$ cat src/rtl/mem_access_pkg.sv
// Shared types and constants for the memory-access stage.
package mem_access_pkg;

  localparam int unsigned ADDR_W_DEFAULT   = 15;
  localparam int unsigned MAX_WAIT_DEFAULT = 255;

  // Resolved instruction as handed over by exec; only these fields matter here.
  typedef struct packed {
    logic [5:0] rd;
    logic       regwrite;
    logic       memread;
    logic       memwrite;
  } inst_t;

  typedef enum logic [1:0] {
    StIdle,
    StAccess,
    StDone
  } mem_state_e;

  // Word accesses only: any low byte-address bit set is an alignment fault.
  function automatic logic addr_misaligned(input logic [31:0] addr);
    return addr[1:0] != 2'b00;
  endfunction

endpackage

$ cat src/rtl/mem_access_if.sv
// Word-wide data-memory port: request held until ready, single outstanding access.
interface mem_access_if #(
  parameter int unsigned ADDR_W = 15
);
  logic              mem_req;
  logic              mem_we;
  logic [ADDR_W-1:0] mem_addr;
  logic [31:0]       mem_wdata;
  logic              mem_ready;
  logic [31:0]       mem_rdata;

  modport master (
    output mem_req, mem_we, mem_addr, mem_wdata,
    input  mem_ready, mem_rdata
  );

  modport slave (
    input  mem_req, mem_we, mem_addr, mem_wdata,
    output mem_ready, mem_rdata
  );
endinterface

$ cat src/rtl/mem_access.sv
// Memory stage: one word load/store per start pulse, writeback values returned with fin.
module mem_access
  import mem_access_pkg::*;
#(
  parameter int unsigned ADDR_W   = ADDR_W_DEFAULT,
  parameter int unsigned MAX_WAIT = MAX_WAIT_DEFAULT
) (
  input  logic          clk,
  input  logic          rst,
  input  logic          enable,
  output logic          fin,
  output logic          err,
  input  inst_t         inst,
  input  logic [31:0]   aluresult,
  input  logic [31:0]   result,
  input  logic [31:0]   rdata1,
  mem_access_if.master  mem,
  output inst_t         inst_out,
  output logic [5:0]    wb_rd,
  output logic          wb_regwrite,
  output logic [31:0]   wb_data
);

  localparam int unsigned CntW = $clog2(MAX_WAIT + 1);

  mem_state_e        state_q, state_d;
  inst_t             inst_q, inst_d;
  logic [31:0]       wb_data_q, wb_data_d;
  logic              wb_regwrite_q, wb_regwrite_d;
  logic              err_q, err_d;
  logic              req_q, req_d;
  logic              we_q, we_d;
  logic [ADDR_W-1:0] addr_q, addr_d;
  logic [31:0]       wdata_q, wdata_d;
  logic [CntW-1:0]   cnt_q, cnt_d;

  // High address bits beyond the memory window wrap by design.
  logic unused_addr_bits;
  assign unused_addr_bits = ^aluresult[31:ADDR_W+2];

  // Next-state, capture and wait-counter logic.
  always_comb begin
    state_d       = state_q;
    inst_d        = inst_q;
    wb_data_d     = wb_data_q;
    wb_regwrite_d = wb_regwrite_q;
    err_d         = err_q;
    req_d         = req_q;
    we_d          = we_q;
    addr_d        = addr_q;
    wdata_d       = wdata_q;
    cnt_d         = cnt_q;
    unique case (state_q)
      StIdle: begin
        if (enable) begin
          inst_d    = inst;
          wb_data_d = result;
          err_d     = 1'b0;
          cnt_d     = '0;
          if (!inst.memread && !inst.memwrite) begin
            state_d       = StDone;
            wb_regwrite_d = inst.regwrite;
          end else if ((inst.memread && inst.memwrite) || addr_misaligned(aluresult)) begin
            state_d       = StDone;
            err_d         = 1'b1;
            wb_regwrite_d = 1'b0;
          end else begin
            state_d = StAccess;
            req_d   = 1'b1;
            we_d    = inst.memwrite;
            addr_d  = aluresult[ADDR_W+1:2];
            wdata_d = rdata1;
          end
        end
      end
      StAccess: begin
        if (mem.mem_ready) begin
          state_d       = StDone;
          req_d         = 1'b0;
          wb_regwrite_d = inst_q.regwrite;
          if (!we_q) wb_data_d = mem.mem_rdata;
        end else begin
          cnt_d = cnt_q + CntW'(1);
          // Last permitted wait cycle expired without a response.
          if (cnt_q == CntW'(MAX_WAIT - 1)) begin
            state_d       = StDone;
            req_d         = 1'b0;
            err_d         = 1'b1;
            wb_regwrite_d = 1'b0;
          end
        end
      end
      StDone: begin
        state_d = StIdle;
        err_d   = 1'b0;
      end
      default: state_d = StIdle;
    endcase
  end

  // State and capture registers with synchronous reset.
  always_ff @(posedge clk) begin
    if (rst) begin
      state_q       <= StIdle;
      inst_q        <= '0;
      wb_data_q     <= '0;
      wb_regwrite_q <= 1'b0;
      err_q         <= 1'b0;
      req_q         <= 1'b0;
      we_q          <= 1'b0;
      addr_q        <= '0;
      wdata_q       <= '0;
      cnt_q         <= '0;
    end else begin
      state_q       <= state_d;
      inst_q        <= inst_d;
      wb_data_q     <= wb_data_d;
      wb_regwrite_q <= wb_regwrite_d;
      err_q         <= err_d;
      req_q         <= req_d;
      we_q          <= we_d;
      addr_q        <= addr_d;
      wdata_q       <= wdata_d;
      cnt_q         <= cnt_d;
    end
  end

  assign fin           = (state_q == StDone);
  assign err           = err_q;
  assign inst_out      = inst_q;
  assign wb_rd         = inst_q.rd;
  assign wb_regwrite   = wb_regwrite_q;
  assign wb_data       = wb_data_q;
  assign mem.mem_req   = req_q;
  assign mem.mem_we    = we_q;
  assign mem.mem_addr  = addr_q;
  assign mem.mem_wdata = wdata_q;

endmodule

$ cat src/flat_wrapper.sv
// flat-port wrapper written by rule: the top's interface ports become plain ports
module mem_access_flat import mem_access_pkg::*;
#(
  parameter int unsigned ADDR_W   = ADDR_W_DEFAULT,
  parameter int unsigned MAX_WAIT = MAX_WAIT_DEFAULT
)
  (clk, rst, enable, fin, err, inst, aluresult, result, rdata1, inst_out, wb_rd, wb_regwrite, wb_data, mem_mem_req, mem_mem_we, mem_mem_addr, mem_mem_wdata, mem_mem_ready, mem_mem_rdata);
  mem_access_if #(.ADDR_W(ADDR_W)) mem_i ();
  input  logic clk;
  input  logic rst;
  input  logic enable;
  output logic fin;
  output logic err;
  input  inst_t inst;
  input  logic [31:0] aluresult;
  input  logic [31:0] result;
  input  logic [31:0] rdata1;
  output inst_t inst_out;
  output logic [5:0] wb_rd;
  output logic wb_regwrite;
  output logic [31:0] wb_data;
  output wire logic [$bits(mem_i.mem_req)-1:0] mem_mem_req;
  output wire logic [$bits(mem_i.mem_we)-1:0] mem_mem_we;
  output wire logic [$bits(mem_i.mem_addr)-1:0] mem_mem_addr;
  output wire logic [$bits(mem_i.mem_wdata)-1:0] mem_mem_wdata;
  input wire logic [$bits(mem_i.mem_ready)-1:0] mem_mem_ready;
  input wire logic [$bits(mem_i.mem_rdata)-1:0] mem_mem_rdata;
  assign mem_mem_req = mem_i.mem_req;
  assign mem_mem_we = mem_i.mem_we;
  assign mem_mem_addr = mem_i.mem_addr;
  assign mem_mem_wdata = mem_i.mem_wdata;
  assign mem_i.mem_ready = mem_mem_ready;
  assign mem_i.mem_rdata = mem_mem_rdata;
  mem_access #(.ADDR_W(ADDR_W), .MAX_WAIT(MAX_WAIT)) u_core (.clk(clk), .rst(rst), .enable(enable), .fin(fin), .err(err), .inst(inst), .aluresult(aluresult), .result(result), .rdata1(rdata1), .mem(mem_i), .inst_out(inst_out), .wb_rd(wb_rd), .wb_regwrite(wb_regwrite), .wb_data(wb_data));
endmodule
$ cat config.mk
export PLATFORM = sky130hd
export DESIGN_NAME = mem_access_flat
export DESIGN_NICKNAME = d
export VERILOG_FILES = /design/src/rtl/mem_access_pkg.sv /design/src/rtl/mem_access_if.sv /design/src/rtl/mem_access.sv /design/src/flat_wrapper.sv
export SDC_FILE = /design/constraint.sdc
export NUM_CORES = 1
export LEC_CHECK = 0
export ABC_AREA = 1
export CORE_MARGIN = 2
export CORE_UTILIZATION = 30
export CTS_CLUSTER_DIAMETER = 40
export CTS_CLUSTER_SIZE = 12
export DETAILED_ROUTE_END_ITERATION = 16
export GPL_TIMING_DRIVEN = 0
export PLACE_DENSITY = 0.68
export SYNTH_ARGS = -nofsm -noshare
export SYNTH_HDL_FRONTEND = slang
export SYNTH_SLANG_ARGS = --single-unit
$ cat constraint.sdc
create_clock -name clk -period 4 [get_ports clk]
set_clock_uncertainty 0.15 [all_clocks]
set_input_delay 1.2 -clock clk [delete_from_list [all_inputs] [get_ports clk]]
set_output_delay 1.2 -clock clk [all_outputs]
set_load 0.05 [all_outputs]
-- Word-level counts from Yosys, hierarchy flattened
Cells that the tools add are included.
- flip-flop bits (word level): 102
- word-level logic and storage cells: 75
- $add $sub $neg: 1
- equality and inequality tests: 12
- multiplexer cells: 30
- bitwise operators: 2
- reduce and logical (&&, ||, !) cells: 17
- operator list (operator ; count):
    $mux 32 ; 3
    $pmux 32 s2 ; 1
    $mux 8 ; 2
    $pmux 8 s2 ; 1
    $reduce_and 4->1 ; 4
    $mux 1 ; 14
    $ne 2x2->1 const B ; 6
    $mux 2 ; 5
    $add 8x1->8 const B ; 1
    $eq 8x8->1 const B ; 1
    $reduce_and 5->1 ; 1
    $pmux 1 s2 ; 2
    $pmux 2 s2 ; 1
    $reduce_and 2->1 ; 2
    $reduce_bool 2->1 ; 2
    $ne 3x1->1 const B ; 1
    $ne 3x2->1 const B ; 1
    $pmux 1 s3 ; 1
    $reduce_and 3->1 ; 1
    $reduce_bool 3->1 ; 1
    $eq 2x1->1 const B ; 1
    $eq 2x2->1 const B ; 1
    $logic_and 1x1->1 ; 2
    $logic_not 1->1 ; 2
    4 further kinds ; 5

-- Logic depth before layout (Yosys ltp)
- word-level depth: 6
- mapped depth: 11
- mapped depth without buffers: 11

-- Worst setup path after synthesis
No wires, ideal clock.
- path type: input to register
- start: in aluresult[1]
- end: reg u_core.addr_q[10] (netlist: u_core.mem.mem_addr[10])
- setup time: 116 ps
- arrival: 2000 ps
- required time: 3734 ps
- path slack: 1734 ps
- stages on the path: 8
- buffers on the path: 2
- cell sequence: nor2_2 > nand3_2 > nor2_4 > inv_2 > buf_6 > buf_6 > nor2_1 > nor2_1
- word-level cells in the longest chain between the ends: 4
- RTL lines (what ; line ; source):
    start, declared ; flat_wrapper.sv:15 ; input logic [31:0] aluresult;
    $reduce_bool 2->1 ; mem_access_pkg.sv:23 ; return addr[1:0] != 2'b00;
    $logic_or 1x1->1 ; mem_access.sv:63 ; end else if ((inst.memread && inst.memwrite) || addr_misaligned(aluresult)) begin
    $not 1->1 (no source line) ; -- ;
    $reduce_and 4->1 (no source line) ; -- ;
    end signal, assigned ; mem_access.sv:122 ; addr_q <= addr_d;
    end, declared ; mem_access.sv:33 ; logic [ADDR_W-1:0] addr_q, addr_d;
Every way passes these cells.
A chain may end at the register's enable or synchronous reset.

-- Worst setup path after layout
- start: reg u_core.state_q[0]
- end: out fin
- word-level cells in the longest chain between the ends: 1
- RTL lines (what ; line ; source):
    start, declared ; mem_access.sv:26 ; mem_state_e state_q, state_d;
    start signal, assigned ; mem_access.sv:104 ; state_q <= StIdle;
    start signal, assigned ; mem_access.sv:115 ; state_q <= state_d;
    $eq 2x2->1 ; mem_access.sv:128 ; assign fin = (state_q == StDone);
    end, declared ; flat_wrapper.sv:12 ; output logic fin;
Every way passes these cells.

==> impl_metrics.ini <==
[routing]
drtIter0Drc = 162
postRouteAntennaNets = 0
vias = 4576
post_drt_wl_per_cell_um = 13.6
dr.pass1.iters = 4
drcViolationCount = 0
drt_wl_total_mm = 14.1
viasPerCell = 4.42

[critical_path]
regToRegEndpoint = u_core.wb_data[10]$_SDFFE_PP0P_
crit_fanout = 4
worst-setup-path-type = reg -> out
r2r_start = u_core.state_q[1]$_SDFFE_PP0P_
arrival_ns = 1.72
critPathCaptureType = output pin
crit_slowest_cell = clkdlybuf4s50_1
slowest_delay_ns = 0.80
cp-start-kind = flop
critPathRequiredTime_ns = 2.65
path_cells = inv_1, ha_1, clkdlybuf4s50_1
rrSetupSlack_ns = 2.00
ff2ff_path_depth = 9

[cts]
path_clk_slew_ns = 0.07
clockRootBuffer = clkbuf_16
holdBufCountCts = 0
cts_buffers = 9
cts_post_setup_buffers_inserted = 0
clkLatencyLatePin_ns = 0.34
htreeDepth = 3
clockBufferDepth = 2
cts.repair.resized = 0
clock_sinks = 102
cts_tree = yes

[global_routing]
grt_max_degree = 17
grt_pass1_wl_mm = 21.3
grt_remaining_overflow = 0
grt_pass1_vias = 4238
grtUsageTotal_pct = 18.1
antenna_found_initial = 0

[pwr]
p_per_area_mw_per_mm2 = 385
power.share.clock_pct = 30.6
peakVddDrop_v = 0.000231
pwr-share-seq_pct = 41.2
p_switching_w = 0.000874
p_leak_nw = 2.99
comb_power_share_pct = 28.2
p_sw_share_pct = 32.1
p_int_w = 0.00185

[yosys]
yosysTopAreaCell = dfxtp_1
synth_top_area_share_pct = 47.4
synth_seq_area_share_pct = 47.4
ys_warn_count = 0
synthTopCellsByArea = dfxtp_1 47%, nor2_1 17%, nand2_1 11%
yosysMostFrequentCell = nor2_1
synthArstFlopShare_pct = 0
synth_cells = 616
synth.cell_area_mm2 = 0.00431
syn-num-nets = 763
ys_ff_latch = 102
synth_edf_count = 0
ys.flop_type = dfxtp_1
yosys-top-cells-count = 190 x nor2_1, 131 x nand2_1, 102 x dfxtp_1
ys_types = 26
syn_avg_cell_area_um2 = 6.99

[cells_and_area]
fillers = 1395
area_growth_pct = 63.9
post_layout_nonfiller_instances = 1036
n_antenna_cell = 0
nNetsFinal = 998
multi_input_area_mm2 = 0.00196
drive_gt1_share_pct = 6.89
finalCoreUtilization_pct = 50.7
seq_area_mm2 = 0.00204

[sta]
fmax_mhz = 326
hold_ws_ns = 0.314
grt_setup_unrepaired = no
tightestPinTransition_ns = 0.578
fin_ws_ns = 0.934
hold_viol = 0
setup_tns_ns = 0
final-max-slew-violation-count = 0
min_period_ns = 3.07
max_slew_margin_pct = 61.3
setup_viol = 0
period_share_pct = 76.7

[min_path]
hp-class = reg -> reg
hold_end = u_core.mem.mem_req$_SDFFE_PP0P_
whs_path_depth = 2
holdCritStartpoint = u_core.mem.mem_req$_SDFFE_PP0P_

[floorplanning]
die_h_um = 124
core_mm2 = 0.0139
rows = 43
die-area_mm2 = 0.0153
die_w_um = 124
start_util_pct = 30.9
io_pins = 240

[placed_design]
preCtsSetupSlack_ns = 0.777
dp.cells = 1020
hpwl_mm = 10.7
gp_congestion = 0.803
io_buffers = 224

[status]
outcome = completed

[run]
cap_violations = 0
[worst max-delay path: cells and delay by family, from the launching register on]
kind	cells	cell delay, ns
buf+inv	2	0.89
flops	1	0.34
fa+ha+maj	1	0.14
[cells in the final DEF, fill, tap and decap left out, types with 7 or more instances in the layout]
cell / synthesis / final
o21ai_0: 83 / 83
a21oi_1: 11 / 11
buf_2: 13 / 13
clkdlybuf4s50_1: 0 / 224
clkbuf_1: 12 / 12
nand2_1: 131 / 131
clkbuf_16: 0 / 9
nor2_1: 190 / 190
o21ai_1: 9 / 9
buf_4: 9 / 9
inv_2: 7 / 7
inv_1: 14 / 14
dfxtp_1: 102 / 102
[metrics by stage]
| stage | area (um^2) | total power, W |
|---|---|---|
| 2_1_floorplan | 4310 | 0.00159 |
| 3_3_place_gp | 6780 | 0.00191 |
| 3_5_place_dp | 6780 | 0.00191 |
| 4_1_cts | 7060 | 0.00276 |
| 5_1_grt | 7060 | 0.00287 |
| 6_report | 7060 | 0.00272 |
[metal layers]
layer / share of wire [%] / track usage (%)
met2: 44 / 30.1
met1: 42 / 21.4
met5: 0 / 0
met3: 12 / 7.46
met4: 1.2 / 5.33
[worst max path at each step]
stage | startpoint | to | slack, ns | cells after the start
detailed placement | rst | u_core.mem.mem_wdata[29]$_SDFFE_PP0P_ | 0.78 | 5
global route | u_core.state_q[0]$_SDFFE_PP0P_ | fin | 0.84 | 3
global placement | rst | u_core.mem.mem_wdata[29]$_SDFFE_PP0P_ | 0.85 | 5
floorplan | aluresult[1] | u_core.mem.mem_addr[10]$_SDFFE_PP0P_ | 1.73 | 8
CTS | u_core.state_q[0]$_SDFFE_PP0P_ | fin | 0.91 | 3
finish | u_core.state_q[0]$_SDFFE_PP0P_ | fin | 0.93 | 3
[cell type report]
type	count	area share, %
clock buffers	11	3.58
plain buffers	39	3.21
inverters	22	1.17
well taps	180	3.19
repair buffers	224	31.8
multi-input cells	453	27.7
flip-flops and latches	102	28.9
clock inverters	5	0.478
[flip-flops by register name (all words and copies together) (netlist names)]
name                  cells
u_core.wb_rd              6
u_core.mem.mem_addr      15
u_core.wb_regwrite        1
u_core.state_q            2
u_core.mem.mem_we         1
u_core.err                1
u_core.mem.mem_wdata     32
u_core.wb_data           32
u_core.mem.mem_req        1
u_core.inst_out           3
u_core.cnt_q              8
[power by group through the flow]
| stage | sequential (W) | clock, W | combinational [W] |
|---|---|---|---|
| after floorplan | 0.00137 | 0 | 0.000212 |
| after global placement | 0.00114 | 0 | 0.000769 |
| after detailed placement | 0.00114 | 0 | 0.000770 |
| after CTS | 0.00112 | 0.000864 | 0.000773 |
| after global routing | 0.00113 | 0.000915 | 0.000823 |
| final | 0.00112 | 0.000833 | 0.000767 |
[logic make-up (layout without fill, tap and decap cells)]
| kind of cell | after synthesis | after routing | share of synthesized area, % |
|---|---|---|---|
| flip-flops | 102 | 102 | 47.4 |
| AND/OR/NAND/NOR | 338 | 338 | 30.5 |
| AO/OA/AOI/OAI | 108 | 108 | 13.0 |
| XOR/XNOR | 1 | 1 | 0.203 |
| buffers and inverters | 61 | 301 | 7.17 |
| adder cells (fa/ha/maj) | 6 | 6 | 1.74 |
Note: power is estimated with default switching activity, not from simulation.
